File: config.mk
export PLATFORM = sky130hd
export DESIGN_NAME = card_pick_ctrl
export DESIGN_NICKNAME = d
export VERILOG_FILES = /design/src/rtl/card_pick_ctrl.sv
export SDC_FILE = /design/constraint.sdc
export NUM_CORES = 1
export LEC_CHECK = 0
export CORE_ASPECT_RATIO = 0.5
export CORE_UTILIZATION = 41
export CTS_BUF_LIST = sky130_fd_sc_hd__clkbuf_8
export CTS_CLUSTER_SIZE = 14
export DETAILED_ROUTE_END_ITERATION = 7
export PLACE_DENSITY_LB_ADDON = 0.15
export SKIP_LAST_GASP = 1
export SLEW_MARGIN = 20
export SYNTH_ARGS = -nofsm -noshare
export SYNTH_HDL_FRONTEND = slang
export SYNTH_SLANG_ARGS = --single-unit
File: constraint.sdc
create_clock -name clk -period 4.2 [get_ports clk]
set_input_delay 0.42 -clock clk [delete_from_list [all_inputs] [get_ports clk]]
set_output_delay 0.42 -clock clk [all_outputs]
set_load 0.02 [all_outputs]
File: src/rtl/card_pick_ctrl.sv
// card_pick_ctrl: turns debounced button presses into a one-hot card cursor and
// single-cycle deal strobes for the two handout stages. Turns alternate between
// the players, and the cursor skips any card that either player already holds.
//
// Ports:
//   clk, reset                   clock; asynchronous active-high reset
//   start                        level; a rising edge begins dealing
//   btn_left/right/confirm       levels; rising edges move the cursor down/up or deal
//   p1_card, p2_card             taken-card masks read back from the handout stages
//   cardselect                   registered one-hot of the cursor, or 0
//   handout_p1/p2_pulse          registered one-cycle deal strobes
//   cursor                       current card index, 0..NCARD-1
//   turn                         0 = player 1, 1 = player 2
//   done                         high once every card is taken
module card_pick_ctrl #(
    parameter int unsigned NCARD = 9,
    parameter int unsigned CW    = 4
) (
    input  logic             clk,
    input  logic             reset,
    input  logic             start,
    input  logic             btn_left,
    input  logic             btn_right,
    input  logic             btn_confirm,
    input  logic [NCARD-1:0] p1_card,
    input  logic [NCARD-1:0] p2_card,
    output logic [NCARD-1:0] cardselect,
    output logic             handout_p1_pulse,
    output logic             handout_p2_pulse,
    output logic [CW-1:0]    cursor,
    output logic             turn,
    output logic             done
);

    typedef enum logic [2:0] {
        StIdle, StSeek, StSelect, StIssue, StHold, StSettle, StDone
    } state_e;

    localparam logic [CW-1:0] LastIdx = CW'(NCARD - 1);

    state_e           state_q, state_d;
    logic [CW-1:0]    cursor_q, cursor_d;
    logic             turn_q, turn_d;
    logic             dir_q, dir_d;  // 1 = up
    logic [NCARD-1:0] cs_q, cs_d;
    logic             p1p_q, p1p_d;
    logic             p2p_q, p2p_d;
    logic             done_q, done_d;
    // Input history {start, left, right, confirm}
    logic [3:0]       prev_q, prev_d;

    logic [NCARD-1:0] used;
    logic             all_taken;
    logic             start_evt, left_evt, right_evt, confirm_evt;

    function automatic logic [CW-1:0] cur_inc(input logic [CW-1:0] c);
        return (c == LastIdx) ? '0 : c + 1'b1;
    endfunction

    function automatic logic [CW-1:0] cur_dec(input logic [CW-1:0] c);
        return (c == '0) ? LastIdx : c - 1'b1;
    endfunction

    function automatic logic [NCARD-1:0] one_hot(input logic [CW-1:0] c);
        return {{(NCARD-1){1'b0}}, 1'b1} << c;
    endfunction

    assign used      = p1_card | p2_card;
    assign all_taken = &used;

    assign start_evt   = start       & ~prev_q[3];
    assign left_evt    = btn_left    & ~prev_q[2];
    assign right_evt   = btn_right   & ~prev_q[1];
    assign confirm_evt = btn_confirm & ~prev_q[0];

    always_comb begin
        state_d  = state_q;
        cursor_d = cursor_q;
        turn_d   = turn_q;
        dir_d    = dir_q;
        cs_d     = cs_q;
        p1p_d    = 1'b0;
        p2p_d    = 1'b0;
        done_d   = done_q;
        prev_d   = {start, btn_left, btn_right, btn_confirm};

        // Events not consumed by the current state are simply dropped.
        unique case (state_q)
            StIdle: begin
                cs_d = '0;
                if (start_evt) begin
                    state_d = StSeek;
                    dir_d   = 1'b1;
                end
            end
            StSeek: begin
                cs_d = '0;
                if (all_taken) begin
                    state_d = StDone;
                    done_d  = 1'b1;
                end else if (used[cursor_q]) begin
                    cursor_d = dir_q ? cur_inc(cursor_q) : cur_dec(cursor_q);
                end else begin
                    state_d = StSelect;
                    // Loaded on entry so cardselect is valid in the first SELECT cycle.
                    cs_d    = one_hot(cursor_q);
                end
            end
            StSelect: begin
                if (confirm_evt) begin
                    state_d = StIssue;
                end else if (right_evt) begin
                    cursor_d = cur_inc(cursor_q);
                    dir_d    = 1'b1;
                    cs_d     = '0;
                    state_d  = StSeek;
                end else if (left_evt) begin
                    cursor_d = cur_dec(cursor_q);
                    dir_d    = 1'b0;
                    cs_d     = '0;
                    state_d  = StSeek;
                end
            end
            StIssue: begin
                // The mask may have changed since the confirm; never deal a taken card.
                if (used[cursor_q]) begin
                    state_d = StSeek;
                    dir_d   = 1'b1;
                    cs_d    = '0;
                end else begin
                    p1p_d   = ~turn_q;
                    p2p_d   = turn_q;
                    state_d = StHold;
                end
            end
            StHold: begin
                state_d = StSettle;
            end
            StSettle: begin
                cs_d    = '0;
                turn_d  = ~turn_q;
                dir_d   = 1'b1;
                state_d = StSeek;
            end
            StDone: begin
                cs_d   = '0;
                done_d = 1'b1;
            end
            default: begin
                state_d = StIdle;
            end
        endcase
    end

    always_ff @(posedge clk or posedge reset) begin
        if (reset) begin
            state_q  <= StIdle;
            cursor_q <= '0;
            turn_q   <= 1'b0;
            dir_q    <= 1'b1;
            cs_q     <= '0;
            p1p_q    <= 1'b0;
            p2p_q    <= 1'b0;
            done_q   <= 1'b0;
            // All ones so levels held through reset do not register as edges.
            prev_q   <= '1;
        end else begin
            state_q  <= state_d;
            cursor_q <= cursor_d;
            turn_q   <= turn_d;
            dir_q    <= dir_d;
            cs_q     <= cs_d;
            p1p_q    <= p1p_d;
            p2p_q    <= p2p_d;
            done_q   <= done_d;
            prev_q   <= prev_d;
        end
    end

    assign cardselect       = cs_q;
    assign handout_p1_pulse = p1p_q;
    assign handout_p2_pulse = p2p_q;
    assign cursor           = cursor_q;
    assign turn             = turn_q;
    assign done             = done_q;

endmodule
== Yosys cells after proc, flatten, opt, wreduce, memory -nomap -nowiden ==
Index checks and enable logic that the tools add are counted.

* Reduce and logical (&&, ||, !) cells: 13
* Add/sub/neg operators: 2
* $lt $le $gt $ge: 1
* Bitwise logic cells: 11
* Equal/unequal tests: 16
* Shift operators: 1
* Multiplexer cells: 38

{| class="wikitable"
|+ Operator list
! kind !! count
|-
| 9-bit two-way mux || 6
|-
| 9-bit one-hot mux with 4 select lines || 1
|-
| 4-bit two-way mux || 8
|-
| 3-bit two-way mux || 7
|-
| 3-bit one-hot mux with 7 select lines || 1
|-
| 2-bit inequality test (second input constant) || 6
|-
| 1-bit two-way mux || 11
|-
| 5-bit AND reduction || 2
|-
| 3-bit == test (second input constant) || 3
|-
| 9-bit OR || 1
|-
| 9-bit AND reduction || 1
|-
| 1-bit by 4-bit << shifter with 9-bit output (first input constant) || 1
|-
| 4-bit one-hot mux with 2 select lines || 1
|-
| 4-bit AND reduction || 2
|-
| 4-bit nonzero test || 2
|-
| 3-bit by 2-bit == test with 1-bit output (second input constant) || 2
|-
| 3-bit inequality test (second input constant) || 2
|-
| 1-bit NOT || 6
|-
| 4-bit by 5-bit < comparator with 1-bit output (second input constant) || 1
|-
| 4-bit by 1-bit adder with 4-bit output (second input constant) || 1
|-
| 1-bit AND || 4
|-
| 1-bit binary-select mux with 4-bit select || 1
|-
| 4-bit == test (second input constant) || 1
|-
| 4-bit logical NOT || 1
|-
| other kinds (9) || 10
|}

* Word-level logic and storage cells: 91
* Output and inout port bits: 17
* Bits of input ports: 24
* Bits in registers: 25

== Logic depth before layout (Yosys ltp) ==
* Word-level depth: 6
* Gate-level depth with buffers: 9
* Gate-level depth less buffers: 6

== Least setup slack after synthesis ==
OpenSTA, ideal clock, no wires.

* Path type: reg2reg
* Start point: register cursor_q[1], in the netlist cursor[1]
* End point: register cs_q[0], in the netlist cardselect[0]
* Clock period less this slack: 2.222 ns
* Library setup time: 0.119 ns
* Data required time: 4.081 ns
* Path buffers: 2
* Data arrival time: 2.103 ns
* Stages on the path, launching flop included: 9
* Setup slack: 1.978 ns
* Path through: dfrtp_1 or4b_1 o311a_2 a22o_1 o31a_1 buf_6 buf_12 nand3_1 o21ai_2

* Word-level cells in the longest chain between the ends: 5
* Elaborated cells on any way between the ends: 8
* Those cells by class: 1 x eq/ne; 1 x shift; 5 x mux; 1 x reduce/logical

{| class="wikitable"
|+ RTL lines
! item !! RTL line !! source
|-
| start, declared || 42 || <nowiki>logic [CW-1:0] cursor_q, cursor_d;</nowiki>
|-
| start signal, assigned || 169 || <nowiki>cursor_q <= cursor_d;</nowiki>
|-
| 1-bit binary-select mux with 4-bit select || 101, 126 ||
|-
| 1-bit two-way mux (not written as such) || 101, 126 ||
|-
| 9-bit two-way mux || 101 || <nowiki>end else if (used[cursor_q]) begin</nowiki>
|-
| 9-bit two-way mux || 98 || <nowiki>if (all_taken) begin</nowiki>
|-
| 9-bit one-hot mux with 4 select lines || 88 || <nowiki>unique case (state_q)</nowiki>
|-
| end signal, assigned || 172 || <nowiki>cs_q <= cs_d;</nowiki>
|-
| end, declared || 45 || <nowiki>logic [NCARD-1:0] cs_q, cs_d;</nowiki>
|}

Several ways; a longest one is shown, not always the timed one. The select of a mux whose other input is x is not followed.
A chain may end at the register's enable or synchronous reset.

== Worst setup path in the final report ==
* Start point: register cursor_q[0], in the netlist cursor[0]
* End point: register cs_q[6], in the netlist cardselect[6]

Same word-level chain as after synthesis.

==> results.py <==
metrics = {
    "floorplan": {
        "die_w_um": 91.76,
        "std_cell_rows": 15,
        "core_area_um2": 3641,
        "die_h_um": 46.88,
        "ios": 41,
        "die-area_um2": 4302,
        "start_util_pct": 45.36,
    },
    "pwr": {
        "combPwrFrac_pct": 55.4,
        "total_power_mw": 1.260,
        "p_clk_share_pct": 11.1,
        "cellLeakagePower_nw": 0.8446,
        "seqPwrFrac_pct": 33.6,
        "ir_worst_vdd_v": 0.0002183,
        "p_sw_share_pct": 46.06,
        "internal_power_uw": 679.8,
        "power_density_nw_per_um2": 603.9,
        "switching_power_uw": 580.5,
    },
    "final_layout": {
        "n_antenna_cell": 0,
        "syn_to_final_growth_pct": 26.36,
        "fin_util_pct": 57.32,
        "drive_gt1_share_pct": 14.22,
        "final_net_count": 243,
        "final_area_um2": 2087,
        "fillCellCount": 336,
    },
    "logic_synthesis": {
        "synth.cell_area_um2": 1652,
        "ys_warn_count": 0,
        "synth_cell_types": 54,
        "synthArstFlopShare_pct": 100.0,
        "syn_area_per_cell_um2": 9.438,
        "synth-seq-cells": 25,
        "synth_fp_nets": 206,
        "syn_inst": 175,
        "ys.flop_type": "dfrtp_1",
        "yosysSeqAreaShare_pct": 38.26,
        "synth_edf_count": 0,
    },
    "clocking": {
        "cts_hold_buffers": 0,
        "cts_resized": 0,
        "postCtsSetupBuffers": 0,
        "worstSkewPairLatency_ns": 0.27,
        "ctsRootBufferMaster": "clkbuf_8",
        "htreeDepth": 1,
        "clock-sinks": 25,
        "clk_pin_slew_ns": 0.09,
        "cts.path.max_buffers": 2,
        "cts_tree": "yes",
        "numCtsBuffers": 3,
    },
    "setup_path": {
        "cp-startpoint": "cursor[0]",
        "r2r.worst_path.cells": 6,
        "crit_path_top_delay_cell": "dfrtp_1",
        "worstPathArrival_ns": 2.73,
        "crit_chain": "or4b_1 > o311a_2 > a22o_1 > o31a_1 > nand4_1 > o21ai_2",
        "r2r_setup_slack_ns": 1.61,
        "critPathKind": "reg -> reg",
        "crit_buf_inv": 0,
        "cp-end-kind": "register",
        "critPathRequiredTime_ns": 4.34,
        "cp_slowest_stage_delay_ns": 0.68,
        "endpoint": "cardselect[6]",
        "path_max_fanout": 18,
        "cp-start-kind": "register",
        "critical_path.top_delay_family": "compound AO/OA/AOI/OAI gates",
        "reg2reg_to": "cardselect[6]",
        "crit_cells": 6,
        "r2r-start": "cursor[0]",
    },
    "routing": {
        "vias": 1400,
        "routed_wirelength_um": 3583,
        "drc_errors": 0,
        "post_drt_wl_per_cell_um": 13.68,
        "vias_per_cell": 5.344,
        "drt_iter0_drc": 89,
        "firstDrtPassIters": 5,
        "drtAntennaViolNets": 0,
    },
    "grt": {
        "grt_first_pass_wirelength_um": 5934,
        "antenna_found_initial": 0,
        "grt_pass1_vias": 1211,
        "gr-total-overflow": 0,
        "grt_use_total_pct": 18.17,
        "grt_max_degree": 26,
    },
    "timing": {
        "tightest_slew_ns": 0.9135,
        "rsz0062_at_grt": "false",
        "relSlewSlack_pct": 39.04,
        "finalSetupViolCount": 0,
        "finalHoldViolations": 0,
        "post-route-min-period_ns": 2.594,
        "slew_violations": 0,
        "tns_ns": 0,
        "whs_ns": 0.4839,
        "finClkSkew_ns": 0.005506,
        "post-route-period-util_pct": 61.77,
        "fmax_mhz": 385.4,
    },
    "min_path": {
        "holdPathStages": 2,
        "hp-class": "reg -> reg",
    },
    "placement": {
        "place.gp.congestion": 0.8152,
        "placed_area_um2": 2042,
        "io_buffers": 40,
        "hpwl_um": 2683,
    },
    "status": {
        "status": "completed",
    },
    "job": {
        "maxCapViolations": 0,
    },
}
worst min path at each step:
stage	slack (ns)	start	to
after floorplan	0.42	btn_confirm	prev_q[0]
final	0.48	done	done
after global placement	0.47	done	done
after CTS	0.50	turn	handout_p1_pulse
after detailed placement	0.46	done	done
after global routing	0.52	turn	handout_p1_pulse
routing by layer:
layer | share of wire (%) | up-vias | wire, um | track usage [%]
met5 | 0 | - | 0 | 0
met4 | 0.75 | 0 | 27 | 5.313
met3 | 6.5 | 4 | 233 | 4.693
met2 | 45 | 40 | 1609 | 28.27
met1 | 48 | 647 | 1712 | 25.54
li1 | - | 709 | - | -
registers in the layout, indices dropped and copies added, names as in the netlist:
| register | count |
|---|---|
| done | 1 |
| handout_p2_pulse | 1 |
| prev_q | 4 |
| cursor | 4 |
| dir_q | 1 |
| handout_p1_pulse | 1 |
| turn | 1 |
| cardselect | 9 |
| state_q | 3 |
cells in the final DEF, fill, tap and decap left out, types with 2 or more instances in the layout:
master and count:
xnor2_1 2, o31ai_1 2, nand2b_1 4, ha_1 7
nor4_2 2, nand2_1 10, a31oi_1 5, nor2b_1 3
nor2_1 15, nand4_1 7, clkdlybuf4s50_1 40, nand3_1 4
dfstp_2 5, clkbuf_8 3, a21oi_1 5, nor4_1 4
dfrtp_1 20, o22ai_1 5, o21ai_2 9, mux2_1 2
o21ai_0 7, a22oi_1 2, inv_1 20
per-stage QoR:
stage | worst slack, ns | std cells
global placement | 1.469 | 258
floorplan | 1.978 | 175
global route | 1.376 | 262
CTS | 1.603 | 262
detailed placement | 1.412 | 258
finish | 1.606 | 262
power groups by stage:
stage / clock network [mW] / logic [mW] / registers [mW]
after floorplan: 0 / 0.579 / 0.394
after global placement: 0 / 0.690 / 0.426
after detailed placement: 0 / 0.691 / 0.427
after CTS: 0.145 / 0.697 / 0.423
after global routing: 0.154 / 0.770 / 0.439
final: 0.140 / 0.698 / 0.423
synth_stat cells, types with 2 or more instances:
cell type / n / share of area [%]
inv_1: 19 / 4.3
dfstp_2: 5 / 8.0
nand2b_1: 4 / 1.5
nor2b_1: 3 / 1.1
nand2_1: 10 / 2.3
mux2_1: 2 / 1.4
nand4_1: 7 / 2.7
o31ai_1: 2 / 0.91
o21ai_0: 7 / 2.1
nor4_2: 2 / 1.5
nor2_1: 15 / 3.4
a21oi_1: 5 / 1.5
a31oi_1: 5 / 1.9
nor4_1: 4 / 1.5
buf_2: 2 / 0.61
ha_1: 7 / 5.3
dfrtp_1: 20 / 30
nand3_1: 4 / 1.2
xnor2_1: 2 / 1.1
dlymetal6s2s_1: 2 / 1.5
a22oi_1: 2 / 0.91
o22ai_1: 5 / 1.9
clkbuf_1: 2 / 0.45
o21ai_2: 9 / 4.8
tightest hold or removal path, stage by stage, from the launching register on:
cell and delay (ns):
dfrtp_1 0.35, a31oi_1 0.04, nand2_1 0.06
cells by family (layout without fill, tap and decap cells):
group	Yosys count	after routing	share of synthesized area (%)
AOI/OAI and AO/OA	48	48	21.52
xor gates and xnor gates	2	2	1.061
adders and majority gates	7	7	5.303
buffers and inverters	28	64	9.243
DFF	25	25	38.26
muxes	4	4	2.878
and+or+nand+nor	61	61	21.74
final cells by class:
| cell class | count | area, um^2 | area share, % |
|---|---|---|---|
| clock inverters | 1 | 3.754 | 0.1799 |
| multi-input cells | 122 | 867.1 | 41.55 |
| repair buffers | 41 | 407.9 | 19.54 |
| well taps | 51 | 63.81 | 3.058 |
| inverters | 19 | 71.32 | 3.417 |
| clock buffers | 3 | 41.29 | 1.978 |
| flip-flops and latches | 25 | 631.9 | 30.28 |
(Power assumes the default switching activity.)
